==> src/rtl/router_pkg.sv <==
// router_pkg -- shared definitions for the processor/network interface.
//
// Holds the flit header layout, the header packing and direction helpers,
// and the TX/RX state encodings used by proc_net_interface.
//
// Header layout, MSB first:
//   dst_x (XW) | dst_y (YW) | deltax | deltay | payload (N-XW-YW-2)
// Field positions depend on N/XW/YW, so they are exposed as constant
// functions that can be used in parameter and localparam expressions.
package router_pkg;

  // Widest flit the packing helper supports. Callers cast the result
  // down to their own flit width.
  localparam int PKT_MAX_W = 128;

  // deltax and deltay together.
  localparam int HDR_CTRL_BITS = 2;

  // Header field offsets (bit index of the field's LSB within the flit).
  function automatic int hdr_dst_x_lsb(input int n, input int xw);
    return n - xw;
  endfunction

  function automatic int hdr_dst_y_lsb(input int n, input int xw, input int yw);
    return n - xw - yw;
  endfunction

  function automatic int hdr_deltax_bit(input int n, input int xw, input int yw);
    return n - xw - yw - 1;
  endfunction

  function automatic int hdr_deltay_bit(input int n, input int xw, input int yw);
    return n - xw - yw - 2;
  endfunction

  function automatic int hdr_payload_w(input int n, input int xw, input int yw);
    return n - xw - yw - HDR_CTRL_BITS;
  endfunction

  // Direction bit: 1 when the destination lies above our own coordinate.
  function automatic logic delta(input logic [31:0] dst, input logic [31:0] src);
    return (dst > src);
  endfunction

  // Packs the header fields into a flit. Inputs must already be
  // zero-extended from their own field widths.
  function automatic logic [PKT_MAX_W-1:0] pack_header(
    input int                   n,
    input int                   xw,
    input int                   yw,
    input logic [PKT_MAX_W-1:0] dst_x,
    input logic [PKT_MAX_W-1:0] dst_y,
    input logic                 deltax,
    input logic                 deltay,
    input logic [PKT_MAX_W-1:0] payload
  );
    logic [PKT_MAX_W-1:0] flit;
    flit = payload;
    flit = flit | (PKT_MAX_W'(deltay) << hdr_deltay_bit(n, xw, yw));
    flit = flit | (PKT_MAX_W'(deltax) << hdr_deltax_bit(n, xw, yw));
    flit = flit | (dst_y << hdr_dst_y_lsb(n, xw, yw));
    flit = flit | (dst_x << hdr_dst_x_lsb(n, xw));
    return flit;
  endfunction

  typedef enum logic [1:0] {
    TX_IDLE  = 2'd0,
    TX_SETUP = 2'd1,
    TX_WAIT  = 2'd2
  } tx_state_t;

  typedef enum logic {
    RX_IDLE = 1'b0,
    RX_HOLD = 1'b1
  } rx_state_t;

endpackage

==> src/rtl/phase_sync.sv <==
// phase_sync -- multi-flop synchronizer for a 1-bit 2-phase handshake line.
//
// Ports:
//   clk, rst  destination clock, synchronous active-high reset (clears all flops)
//   d         asynchronous phase input
//   q         phase after STAGES flops
module phase_sync #(
  parameter int STAGES = 2
) (
  input  logic clk,
  input  logic rst,
  input  logic d,
  output logic q
);

  logic [STAGES-1:0] sync_q;

  always_ff @(posedge clk) begin
    if (rst) begin
      sync_q <= '0;
    end else begin
      sync_q <= {sync_q[STAGES-2:0], d};
    end
  end

  assign q = sync_q[STAGES-1];

endmodule

==> src/rtl/proc_net_interface.sv <==
// proc_net_interface -- bridges a processor valid/ready port to a router's
// 2-phase bundled-data handshake, in both directions.
//
// Ports:
//   clk, rst                       single clock, synchronous active-high reset
//   tx_valid/tx_ready              processor packet offer / accept
//   tx_dst_x, tx_dst_y, tx_payload packet fields packed into the outgoing flit
//   tx_err                         one-cycle pulse: self-addressed packet dropped
//   rx_valid/rx_ready/rx_data      received flit towards the processor
//   net_out_req/data/ack           2-phase link to the router proc_input
//   net_in_req/data/ack            2-phase link from the router proc_output
//
// Handshakes: a processor-side transfer happens on every clock edge where
// valid and ready are both 1. A network-side transfer starts with a toggle
// of req (data already stable) and completes when ack equals req again.
//
// Build option: define PNI_RX_BUF_EN to put a 2-entry FIFO on the RX path,
// so the router is acknowledged without waiting for the processor.
module proc_net_interface
  import router_pkg::*;
#(
  parameter int N           = 32,
  parameter int XW          = 1,
  parameter int YW          = 1,
  parameter int SRCX        = 0,
  parameter int SRCY        = 0,
  parameter int SYNC_STAGES = 2,
  localparam int PW         = N - XW - YW - 2
) (
  input  logic          clk,
  input  logic          rst,
  input  logic          tx_valid,
  output logic          tx_ready,
  input  logic [XW-1:0] tx_dst_x,
  input  logic [YW-1:0] tx_dst_y,
  input  logic [PW-1:0] tx_payload,
  output logic          tx_err,
  output logic          rx_valid,
  input  logic          rx_ready,
  output logic [N-1:0]  rx_data,
  output logic          net_out_req,
  output logic [N-1:0]  net_out_data,
  input  logic          net_out_ack,
  input  logic          net_in_req,
  input  logic [N-1:0]  net_in_data,
  output logic          net_in_ack
);

  logic ack_sync;
  logic req_sync;

  phase_sync #(.STAGES(SYNC_STAGES)) u_ack_sync (
    .clk (clk), .rst (rst), .d (net_out_ack), .q (ack_sync)
  );

  phase_sync #(.STAGES(SYNC_STAGES)) u_req_sync (
    .clk (clk), .rst (rst), .d (net_in_req), .q (req_sync)
  );

  // ---------------- TX path ----------------
  tx_state_t    tx_state, tx_next;
  logic         tx_self, tx_load, tx_toggle, tx_drop;
  logic [N-1:0] tx_flit;

  always_comb begin
    tx_next   = tx_state;
    tx_load   = 1'b0;
    tx_toggle = 1'b0;
    tx_drop   = 1'b0;
    tx_self   = (tx_dst_x == XW'(SRCX)) && (tx_dst_y == YW'(SRCY));
    tx_flit   = N'(pack_header(N, XW, YW, PKT_MAX_W'(tx_dst_x), PKT_MAX_W'(tx_dst_y),
                               delta(32'(tx_dst_x), 32'(SRCX)),
                               delta(32'(tx_dst_y), 32'(SRCY)),
                               PKT_MAX_W'(tx_payload)));
    case (tx_state)
      TX_IDLE: begin
        // tx_ready is registered, so it also gates the first cycle after reset.
        if (tx_valid && tx_ready) begin
          if (tx_self) begin
            tx_drop = 1'b1;
          end else begin
            tx_load = 1'b1;
            tx_next = TX_SETUP;
          end
        end
      end
      TX_SETUP: begin
        // Data was latched last edge; toggling req now gives the router a
        // full cycle of settled bundled data.
        tx_toggle = 1'b1;
        tx_next   = TX_WAIT;
      end
      TX_WAIT: begin
        if (ack_sync == net_out_req) tx_next = TX_IDLE;
      end
      default: tx_next = TX_IDLE;
    endcase
  end

  always_ff @(posedge clk) begin
    if (rst) begin
      tx_state     <= TX_IDLE;
      tx_ready     <= 1'b0;
      tx_err       <= 1'b0;
      net_out_req  <= 1'b0;
      net_out_data <= '0;
    end else begin
      tx_state <= tx_next;
      tx_ready <= (tx_next == TX_IDLE);
      tx_err   <= tx_drop;
      if (tx_load)   net_out_data <= tx_flit;
      if (tx_toggle) net_out_req  <= ~net_out_req;
    end
  end

  // ---------------- RX path ----------------
  rx_state_t rx_state, rx_next;
  logic      rx_capture, rx_ack_toggle;

`ifdef PNI_RX_BUF_EN
  // RX_IDLE: waiting for a new phase with room in the FIFO.
  // RX_HOLD: flit pushed last edge; acknowledge it now.
  logic [N-1:0] fifo_mem [2];
  logic         wr_ptr, rd_ptr;
  logic [1:0]   fifo_count;
  logic         fifo_full, rx_pop;

  assign fifo_full = (fifo_count == 2'd2);
  assign rx_valid  = (fifo_count != 2'd0);
  assign rx_data   = fifo_mem[rd_ptr];
  assign rx_pop    = rx_valid && rx_ready;

  always_comb begin
    rx_next       = rx_state;
    rx_capture    = 1'b0;
    rx_ack_toggle = 1'b0;
    case (rx_state)
      RX_IDLE: begin
        if ((req_sync != net_in_ack) && !fifo_full) begin
          rx_capture = 1'b1;
          rx_next    = RX_HOLD;
        end
      end
      RX_HOLD: begin
        rx_ack_toggle = 1'b1;
        rx_next       = RX_IDLE;
      end
      default: rx_next = RX_IDLE;
    endcase
  end

  always_ff @(posedge clk) begin
    if (rst) begin
      rx_state    <= RX_IDLE;
      net_in_ack  <= 1'b0;
      fifo_mem[0] <= '0;
      fifo_mem[1] <= '0;
      wr_ptr      <= 1'b0;
      rd_ptr      <= 1'b0;
      fifo_count  <= 2'd0;
    end else begin
      rx_state <= rx_next;
      if (rx_ack_toggle) net_in_ack <= ~net_in_ack;
      if (rx_capture) begin
        fifo_mem[wr_ptr] <= net_in_data;
        wr_ptr           <= ~wr_ptr;
      end
      if (rx_pop) rd_ptr <= ~rd_ptr;
      fifo_count <= fifo_count + 2'(rx_capture) - 2'(rx_pop);
    end
  end
`else
  // The ack is withheld until the processor takes the flit, which stalls
  // the router for as long as rx_ready stays low.
  assign rx_valid = (rx_state == RX_HOLD);

  always_comb begin
    rx_next       = rx_state;
    rx_capture    = 1'b0;
    rx_ack_toggle = 1'b0;
    case (rx_state)
      RX_IDLE: begin
        if (req_sync != net_in_ack) begin
          rx_capture = 1'b1;
          rx_next    = RX_HOLD;
        end
      end
      RX_HOLD: begin
        if (rx_ready) begin
          rx_ack_toggle = 1'b1;
          rx_next       = RX_IDLE;
        end
      end
      default: rx_next = RX_IDLE;
    endcase
  end

  always_ff @(posedge clk) begin
    if (rst) begin
      rx_state   <= RX_IDLE;
      net_in_ack <= 1'b0;
      rx_data    <= '0;
    end else begin
      rx_state <= rx_next;
      if (rx_capture)    rx_data    <= net_in_data;
      if (rx_ack_toggle) net_in_ack <= ~net_in_ack;
    end
  end
`endif

endmodule

==> config.mk <==
export PLATFORM = sky130hd
export DESIGN_NAME = proc_net_interface
export DESIGN_NICKNAME = d
export VERILOG_FILES = /design/src/rtl/router_pkg.sv /design/src/rtl/phase_sync.sv /design/src/rtl/proc_net_interface.sv
export SDC_FILE = /design/constraint.sdc
export NUM_CORES = 1
export LEC_CHECK = 0
export ABC_AREA = 1
export CAP_MARGIN = 10
export CORE_MARGIN = 2
export CORE_UTILIZATION = 41
export DETAILED_ROUTE_END_ITERATION = 8
export PLACE_DENSITY = 0.77
export SETUP_SLACK_MARGIN = 0.15
export SKIP_CTS_REPAIR_TIMING = 1
export SLEW_MARGIN = 20
export SYNTH_ARGS = -nofsm -noshare
export SYNTH_HDL_FRONTEND = slang
export SYNTH_HIERARCHICAL = 1
export SYNTH_SLANG_ARGS = --single-unit
==> constraint.sdc <==
create_clock -name clk -period 1.22 [get_ports clk]
set_input_delay 0.183 -clock clk [delete_from_list [all_inputs] [get_ports clk]]
set_output_delay 0.183 -clock clk [all_outputs]
set_load 0.02 [all_outputs]
==> results of run 1 <==
## through the flow
stage                     cells  TNS (ns)  setup WS, ns
after floorplan             392         0         0.156
after global placement      610     -4.00        -0.146
after detailed placement    610     -5.51        -0.210
after CTS                   626    -18.57        -0.311
after global routing        639         0        0.0207
final                       639         0        0.0867
## layout by cell type (no fill, tap or decap), drive strengths merged
cell type	synthesis	routed
a21oi	6	6
buf	21	41
bufinv	0	2
clkbuf	3	59
clkdlybuf4s50	0	65
clkinv	0	2
dfxtp	73	73
dlymetal6s2s	0	5
inv	46	47
nand2	104	104
nand3	62	62
nor2	74	74
nor3	1	1
o21ai	2	2
## critical path: stages, from the launching register on
cell and delay, ns:
sky130_fd_sc_hd__dfxtp_2 0.34, sky130_fd_sc_hd__nor2_4 0.16, sky130_fd_sc_hd__nand2_4 0.09, sky130_fd_sc_hd__nor2_8 0.17, sky130_fd_sc_hd__clkbuf_16 0.18, sky130_fd_sc_hd__nand3_1 0.08
sky130_fd_sc_hd__nand2_1 0.07
## path summary, 6_finish.rpt
check	startpoint	slack [ns]	depth (start not counted)	end
min	tx_dst_x	0.23	3	net_out_data[29]$_SDFFE_PP0P_
max reg2reg	tx_state[1]$_SDFF_PP0_	0.09	6	net_out_data[25]$_SDFFE_PP0P_
min reg2reg	u_req_sync/sync_q[0]$_SDFF_PP0_	0.40	2	u_req_sync/sync_q[1]$_SDFF_PP0_
max	tx_state[1]$_SDFF_PP0_	0.09	6	net_out_data[25]$_SDFFE_PP0P_
## flip-flops by register name (all words and copies together), names as in the netlist
signal and cells:
net_in_ack 1, net_out_data 30, net_out_req 1, rx_data 32
rx_valid 1, tx_err 1, tx_ready 1, tx_state 2
u_ack_sync/sync_q 2, u_req_sync/sync_q 2
## power groups by stage
stage                     sequential, mW  clock [mW]  combinational (mW)
after floorplan                     2.85           0               0.420
after global placement              2.66           0                1.16
after detailed placement            2.67           0                1.18
after CTS                           2.62        2.19                1.19
after global routing                2.63        2.26                1.32
final                               2.62        2.15                1.22
## layout make-up
class | instances | area (µm²)
fill | 602 | 2200
sequential | 73 | 1470
timing repair buffer | 159 | 1430
multi-input combinational | 249 | 1210
inverter | 46 | 175
clock buffer | 11 | 151
tap | 96 | 120
clock inverter | 5 | 76.3
## logic make-up (layout without fill, tap and decap cells)
kind of cell,after synthesis,in the layout
and+or+nand+nor,241,241
DFF,73,73
buffers and inverters,70,221
AOI/OAI and AO/OA,8,8
## metal layers
metal	share of wire [%]	vias to the layer above	GRT usage (%)	wire length [µm]
met5	0	-	0	0
met4	2.5	0	9.92	209
met3	5.4	16	3.92	460
met2	52	96	33.6	4460
met1	40	1367	19.7	3360
li1	-	1482	-	-
==> impl_metrics.ini, run 1 <==
[outcome]
run_status = finished clean

[setup_path]
worstPathRequired_ns = 1.52
critical_path.startpoint_type = flip-flop
maximum_net_fanout_on_the_critical_path = 6
criticalPathCategory = flip-flop to flip-flop
worst-endpoint-arrival_ns = 1.43
end_kind = flip-flop

[timing]
post-route-min-period_ns = 1.13
period_utilisation_layout_pct = 92.9
finalClockSkew_ns = 0.0119
slew_violations = 0
fmax_mhz = 882
tightestPinTransition_ns = 0.256
setup_viol = 0
hold_slack_ns = 0.233
max_slew_margin_pct = 82.9
rsz0062_at_grt = true
final-hold-violation-count = 0

[route]
vias = 2961
detail-route-antenna-nets = 0
final_routed_drc_violation_total = 0
wl_um = 8490
1st_pass_router_iterations = 4
initialDrtViolationCount = 78
post_drt_via_cell_ratio = 4.63
drt-wirelength-per-cell_um = 13.3

[power_and_ir_drop]
power_density_mw_per_mm2 = 1290
switchingPower_mw = 1.62
p_leak_nw = 2.38
share_comb_of_total_power_pct = 20.3
power_frac_seq_pct = 43.8
cellInternalPower_mw = 4.36
power_switching_share_pct = 27.1
post-layout-total-power_mw = 5.98
power_frac_clock_pct = 35.9
power.ir.vdd_worst_mv = 0.654

[synth]
synthXorXnorAreaFrac_pct = 0
synth.top_cell.area_share_pct = 50.2
synth_top_family_by_area = simple AND/OR/NAND/NOR gates
synthTopCellsByCount = sky130_fd_sc_hd__nand2_1 (103), sky130_fd_sc_hd__dfxtp_1 (73), sky130_fd_sc_hd__nor2_1 (71)
synth_cell_types = 20
synth_edf_count = 0
synthArstFlopShare_pct = 0
yosys_most_used_dff = sky130_fd_sc_hd__dfxtp_1
synthesis.nets = 460
netlist_top_cells_area = sky130_fd_sc_hd__dfxtp_1 (50%), sky130_fd_sc_hd__nand2_1 (13%), sky130_fd_sc_hd__nand3_1 (10%)
synthesis.yosys.warnings = 6
avgSynthCellArea_um2 = 7.43
synth_compound_gate_area_share_pct = 1.38
post_synth_fa_ha_maj_area_fraction_pct = 0
synth-simple-area-share_pct = 35.3
post-synth-top-count-cell = sky130_fd_sc_hd__nand2_1
post_synthesis_sequential_element_count = 73
muxShareOfSynthArea_pct = 0
synth_cells = 392
yosysTopAreaCell = sky130_fd_sc_hd__dfxtp_1
synth_sequential_area_ratio_pct = 50.2
mappedNetlistArea_mm2 = 0.00291

[clock_tree]
cts-root-to-sink-buffers = 2
cts_buffers = 9
clk_pin_slew_worst_paths_ns = 0.09
clkLatencyLatePin_ns = 0.34
cts_sinks = 73
htree_num_levels = 3
tritoncts = done
clockRootBuffer = sky130_fd_sc_hd__clkbuf_8

[finish]
layout-area-overhead-vs-synth_pct = 59.2
finish.utilization_pct = 67.8
insertedDiodeCount = 0
final_nets = 606
final_layout_size_suffix_gt1_share_pct = 27.8
final_instance_area_mm2 = 0.00463

[place]
numPortBuffers = 136
placed_area_mm2 = 0.00435
gp_routability_congestion = 0.717
post-dp-hpwl_um = 5240

[die]
die_height_um = 88.3
die_w_um = 88.3
rows = 30
total_core_area_mm2 = 0.00683
dieArea_mm2 = 0.00779
initial_utilization_pct = 42.6
floorplan.io_pins = 137

[grt]
first_global_vias = 2641
grt_max_degree = 66
overflow = 0
grt_util_all_layers_pct = 18.4
global_route_wire_length_before_repair_um = 11300
antenna_violations_before_repair = 0

[worst_hold_path]
holdCritPathClass = primary input to flip-flop

[run]
drv.max_cap_violation_count = 0
(Power assumes the default switching activity.)
==> inputs of run 2 (changes only) <==
Settings changed: SETUP_SLACK_MARGIN 0.15 to 0.5.
==> run 2 against run 1 <==
  * First-iteration DRC count increased by 36%
  * Worst hold slack better by 0.13 ns
  * Critical endpoint is now net_out_data[6]$_SDFFE_PP0P_
  * Maximum frequency is 1.6% lower
==> impl_metrics.ini, run 2 (synthesis results as in run 1) <==
[outcome]
run_status = finished clean

[grt]
overflow = 0
antenna_violations_before_repair = 0
grt_max_degree = 66
first_global_vias = 2621
global_route_wire_length_before_repair_um = 11400
global_route_met2_utilization_pct = 31.3
met3_usage_pct = 4.29
grt_util_all_layers_pct = 18.7
globalRoute.busiestLayer = met2
globalRouteMet1Util_pct = 22.2

[finish]
biggestRegsByFlops = rx_data: 32 flops, net_out_data: 30 flops
largest_register_ffs = 32
final_common_cell = sky130_fd_sc_hd__nand2_1
final_layout_size_suffix_gt1_share_pct = 41.0
finish.utilization_pct = 75.8
final.fill_count = 499
insertedDiodeCount = 0
largest-register = rx_data
layout-area-overhead-vs-synth_pct = 77.8
final_nets = 612
final_instance_area_mm2 = 0.00518
commonest_cells_after_routing_fill_and_taps_aside = sky130_fd_sc_hd__nand2_1 (98), sky130_fd_sc_hd__nor2_1 (70), sky130_fd_sc_hd__buf_6 (68)

[die]
die_w_um = 88.3
initial_utilization_pct = 42.6
floorplan.io_pins = 137
total_core_area_mm2 = 0.00683
dieArea_mm2 = 0.00779
die_height_um = 88.3
rows = 30

[place]
placed_area_mm2 = 0.00444
post-dp-hpwl_um = 5240
numPortBuffers = 136
gp_routability_congestion = 0.737

[setup_path]
worst-endpoint-arrival_ns = 1.43
worstPathRequired_ns = 1.50
worst_r2r_path_depth = 6
maximum_net_fanout_on_the_critical_path = 7
end_kind = flip-flop
criticalPathCategory = primary input to flip-flop
critical_path.startpoint_type = primary input

[timing]
tightestPinTransition_ns = 0.247
fmax_mhz = 868
rsz0062_at_grt = true
setup_viol = 0
finalClockSkew_ns = 0.00899
post-route-min-period_ns = 1.15
max_slew_margin_pct = 83.5
setup-tns-final_ns = 0
period_utilisation_layout_pct = 94.4
slew_violations = 0
final-hold-violation-count = 0

[worst_hold_path]
holdCritPathClass = primary input to flip-flop
whs_path_depth = 3

[route]
final_routed_drc_violation_total = 0
post_drt_via_cell_ratio = 4.55
initialDrtViolationCount = 106
1st_pass_router_iterations = 6
detail-route-antenna-nets = 0
drt-wirelength-per-cell_um = 13.6
vias = 2937
wl_um = 8750

[clock_tree]
htree_num_levels = 3
clk_pin_slew_worst_paths_ns = 0.08
cts_buffers = 9
clkLatencyLatePin_ns = 0.34
tritoncts = done
clockRootBuffer = sky130_fd_sc_hd__clkbuf_8
cts_sinks = 73
cts-root-to-sink-buffers = 2

[power_and_ir_drop]
power_density_mw_per_mm2 = 1230
p_leak_nw = 2.49
power.ir.vdd_worst_mv = 0.739
post-layout-total-power_mw = 6.39

[run]
drv.max_cap_violation_count = 0
run 2: cell count changes in the layout (fill, tap and decap cells not counted), moves of 4 or more:
cell	previous run	this run
sky130_fd_sc_hd__dfxtp_1	65	5
sky130_fd_sc_hd__dfxtp_2	7	64
sky130_fd_sc_hd__dlymetal6s2s_1	5	1
sky130_fd_sc_hd__buf_2	7	0
sky130_fd_sc_hd__clkbuf_2	43	1
sky130_fd_sc_hd__buf_4	25	16
sky130_fd_sc_hd__buf_6	3	68
run 2: final cells by class:
type                    count  area [µm²]  share of cell area [%]
inverters                  46         183                    3.53
well taps                  96         120                    2.32
clock inverters             5        82.6                    1.60
repair buffers            165        1840                    35.5
flip-flops and latches     73        1560                    30.1
clock buffers              11         174                    3.36
multi-input cells         249        1220                    23.6
run 2: stage by stage:
| step | cells | setup WS [ns] | hold slack, ns |
|---|---|---|---|
| 4_1_cts | 627 | -0.301 | 0.346 |
| 3_5_place_dp | 611 | -0.201 | 0.397 |
| 2_1_floorplan | 392 | 0.187 | 0.254 |
| 6_report | 645 | 0.0682 | 0.361 |
| 3_3_place_gp | 611 | -0.180 | 0.392 |
| 5_1_grt | 645 | 0.00102 | 0.373 |
run 2: final timing paths:
check / start / end / slack (ns)
worst min-delay path: net_in_req / u_req_sync/sync_q[0]$_SDFF_PP0_ / 0.36
worst max register to register: tx_state[1]$_SDFF_PP0_ / net_out_data[6]$_SDFFE_PP0P_ / 0.08
worst max-delay path: tx_dst_y / net_out_data[6]$_SDFFE_PP0P_ / 0.07
worst min register to register: u_req_sync/sync_q[0]$_SDFF_PP0_ / u_req_sync/sync_q[1]$_SDFF_PP0_ / 0.40
run 2: critical path, stage by stage:
cell,delay [ns]
sky130_fd_sc_hd__clkdlybuf4s50_1,0.52
sky130_fd_sc_hd__nor2_4,0.05
sky130_fd_sc_hd__buf_4,0.15
sky130_fd_sc_hd__nor2_8,0.18
sky130_fd_sc_hd__clkbuf_16,0.18
sky130_fd_sc_hd__nand3_1,0.09
sky130_fd_sc_hd__nand2_1,0.07
run 2: where the power goes:
part	total, mW	switching (mW)	internal (mW)
Clock	2.33	0.924	1.40
Combinational	1.39	0.662	0.726
Sequential	2.67	0.111	2.56
run 2: per-layer routing:
metal  vias up  share of wire [%]
met3        26                4.6
met2        91                 52
met4         0                3.6
met5         -                  0
met1      1324                 40
li1       1496                  -
==> inputs of run 3 (changes only) <==
Settings changed: CORE_MARGIN 2 to unset, TNS_END_PERCENT set to 100.
==> run 3 against run 2 <==
  * Combinational power is essentially flat
  * First-iteration DRC count grew 26%
  * Largest power group unchanged
  * Register-to-register slack gained 0.02 ns
  * Setup slack gained 0.022 ns
  * Utilization shrank 1.3 points
  * Routed wire length shrank 4.2%
  * Final cell count grew 0.47%
  * Clock skew shrank 0.0040 ns
  * Sequential power is essentially flat
==> impl_metrics.ini, run 3 (synthesis results as in run 1) <==
[die]
dieArea_mm2 = 0.00744
floorplan.io_pins = 137
die_w_um = 86.3
rows = 30
total_core_area_mm2 = 0.00683
die_height_um = 86.3
initial_utilization_pct = 42.6

[finish]
biggestRegsByFlops = rx_data: 32 flops, net_out_data: 30 flops
layout-area-overhead-vs-synth_pct = 74.8
final_common_cell = sky130_fd_sc_hd__nand2_1
largest_register_ffs = 32
final_nets = 617
stdcell_count = 648
insertedDiodeCount = 0
final.fill_count = 540
commonest_cells_after_routing_fill_and_taps_aside = sky130_fd_sc_hd__nand2_1 (96), sky130_fd_sc_hd__nor2_1 (69), sky130_fd_sc_hd__buf_6 (69)
final_layout_size_suffix_gt1_share_pct = 40.9
largest-register = rx_data

[run]
drv.max_cap_violation_count = 0

[setup_path]
worst_path_largest_cell_delay_ns = 0.50
crit_buf_inv = 3
timing.rr.start = tx_state[1]$_SDFF_PP0_
critical_path.startpoint = tx_valid
maximum_net_fanout_on_the_critical_path = 14
criticalPathCategory = primary input to flip-flop
crit_path_max_delay_cell_type = sky130_fd_sc_hd__clkdlybuf4s50_1
critical_path.startpoint_type = primary input
worst-endpoint-arrival_ns = 1.41
worstPathRequired_ns = 1.50
kind_of_cell_adding_the_most_delay_to_the_critical_path = buffers and inverters
critical_path.cell_chain = clkdlybuf4s50_1 -> nand2_2 -> inv_2 -> nand2_4 -> nor2_8 -> clkbuf_16 -> nand3_1 -> nand2_1
end_kind = flip-flop

[timing]
finalClockSkew_ns = 0.00495
final-hold-violation-count = 0
setup_viol = 0
final.setup.worst_slack_ns = 0.0904
setup-tns-final_ns = 0
period_utilisation_layout_pct = 92.6
fmax_mhz = 885
post-route-min-period_ns = 1.13
slew_violations = 0
rsz0062_at_grt = true
max_slew_margin_pct = 68.6
tightestPinTransition_ns = 0.470

[route]
final_routed_drc_violation_total = 0
wl_um = 8380
1st_pass_router_iterations = 4
detail-route-antenna-nets = 0
initialDrtViolationCount = 134
post_drt_via_cell_ratio = 4.52
vias = 2930
drt-wirelength-per-cell_um = 12.9

[grt]
overflow = 0
antenna_violations_before_repair = 0
grt_util_all_layers_pct = 18.8
first_global_vias = 2502
global_route_wire_length_before_repair_um = 11100
grt_max_degree = 91

[power_and_ir_drop]
power_density_mw_per_mm2 = 1120
post-layout-total-power_mw = 5.70
power.ir.vdd_worst_mv = 0.627
p_leak_nw = 2.48

[place]
numPortBuffers = 136
minimum_setup_slack_after_placement_ns = -0.219
gp_routability_congestion = 0.732
post-dp-hpwl_um = 4920
place_inst = 610

[clock_tree]
cts-root-to-sink-buffers = 2
cts_sinks = 73
clockRootBuffer = sky130_fd_sc_hd__clkbuf_8
htree_num_levels = 3
cts_buffers = 9
clkLatencyLatePin_ns = 0.33
clk_pin_slew_worst_paths_ns = 0.07
tritoncts = done

[outcome]
run_status = finished clean

[worst_hold_path]
holdCritPathClass = primary input to flip-flop
holdCritStartpoint = tx_dst_x
run 3: per-layer routing:
layer / global-route usage (%) / share of wire [%]
met1: 22.0 / 43
met2: 33.5 / 52
met3: 3.62 / 3.9
met4: 8.18 / 1.5
met5: 0 / 0
run 3: worst register-to-register path, stage by stage (launching register included):
cell and delay (ns):
sky130_fd_sc_hd__dfxtp_2 0.34, sky130_fd_sc_hd__nor2_4 0.15, sky130_fd_sc_hd__nand2_4 0.09, sky130_fd_sc_hd__nor2_8 0.15, sky130_fd_sc_hd__clkbuf_16 0.19, sky130_fd_sc_hd__nand3_1 0.07, sky130_fd_sc_hd__nand2_1 0.07
run 3: path summary, 6_finish.rpt:
| check | to | slack, ns | depth (start not counted) |
|---|---|---|---|
| hold / removal | net_out_data[29]$_SDFFE_PP0P_ | 0.23 | 3 |
| hold reg to reg | u_ack_sync/sync_q[1]$_SDFF_PP0_ | 0.40 | 2 |
| setup reg to reg | net_out_data[5]$_SDFFE_PP0P_ | 0.10 | 6 |
| setup / recovery | net_out_data[5]$_SDFFE_PP0P_ | 0.09 | 8 |
run 3: power breakdown:
group / leakage [nW] / switching (mW) / total (mW) / internal, mW
Sequential: 0.627 / 0.111 / 2.67 / 2.56
Clock: 0.0826 / 0.818 / 1.65 / 0.832
Combinational: 1.77 / 0.651 / 1.37 / 0.722
run 3: per-stage QoR:
stage               instance area [µm²]  util, %  hold WS, ns
finish                             5090     74.5        0.234
global route                       5090     74.5        0.225
CTS                                4540     66.5        0.354
detailed placement                 4380     64.1        0.393
global placement                   4380     64.1        0.395
floorplan                          3020        -        0.254
run 3: layout make-up:
| class | instances | area [µm²] | share of cell area (%) |
|---|---|---|---|
| repair buffers | 168 | 1800 | 35.4 |
| flip-flops and latches | 73 | 1560 | 30.6 |
| multi-input cells | 249 | 1230 | 24.1 |
| inverters | 46 | 201 | 3.96 |
| clock buffers | 14 | 163 | 3.20 |
| well taps | 96 | 120 | 2.36 |
| repair inverters | 2 | 17.5 | 0.344 |
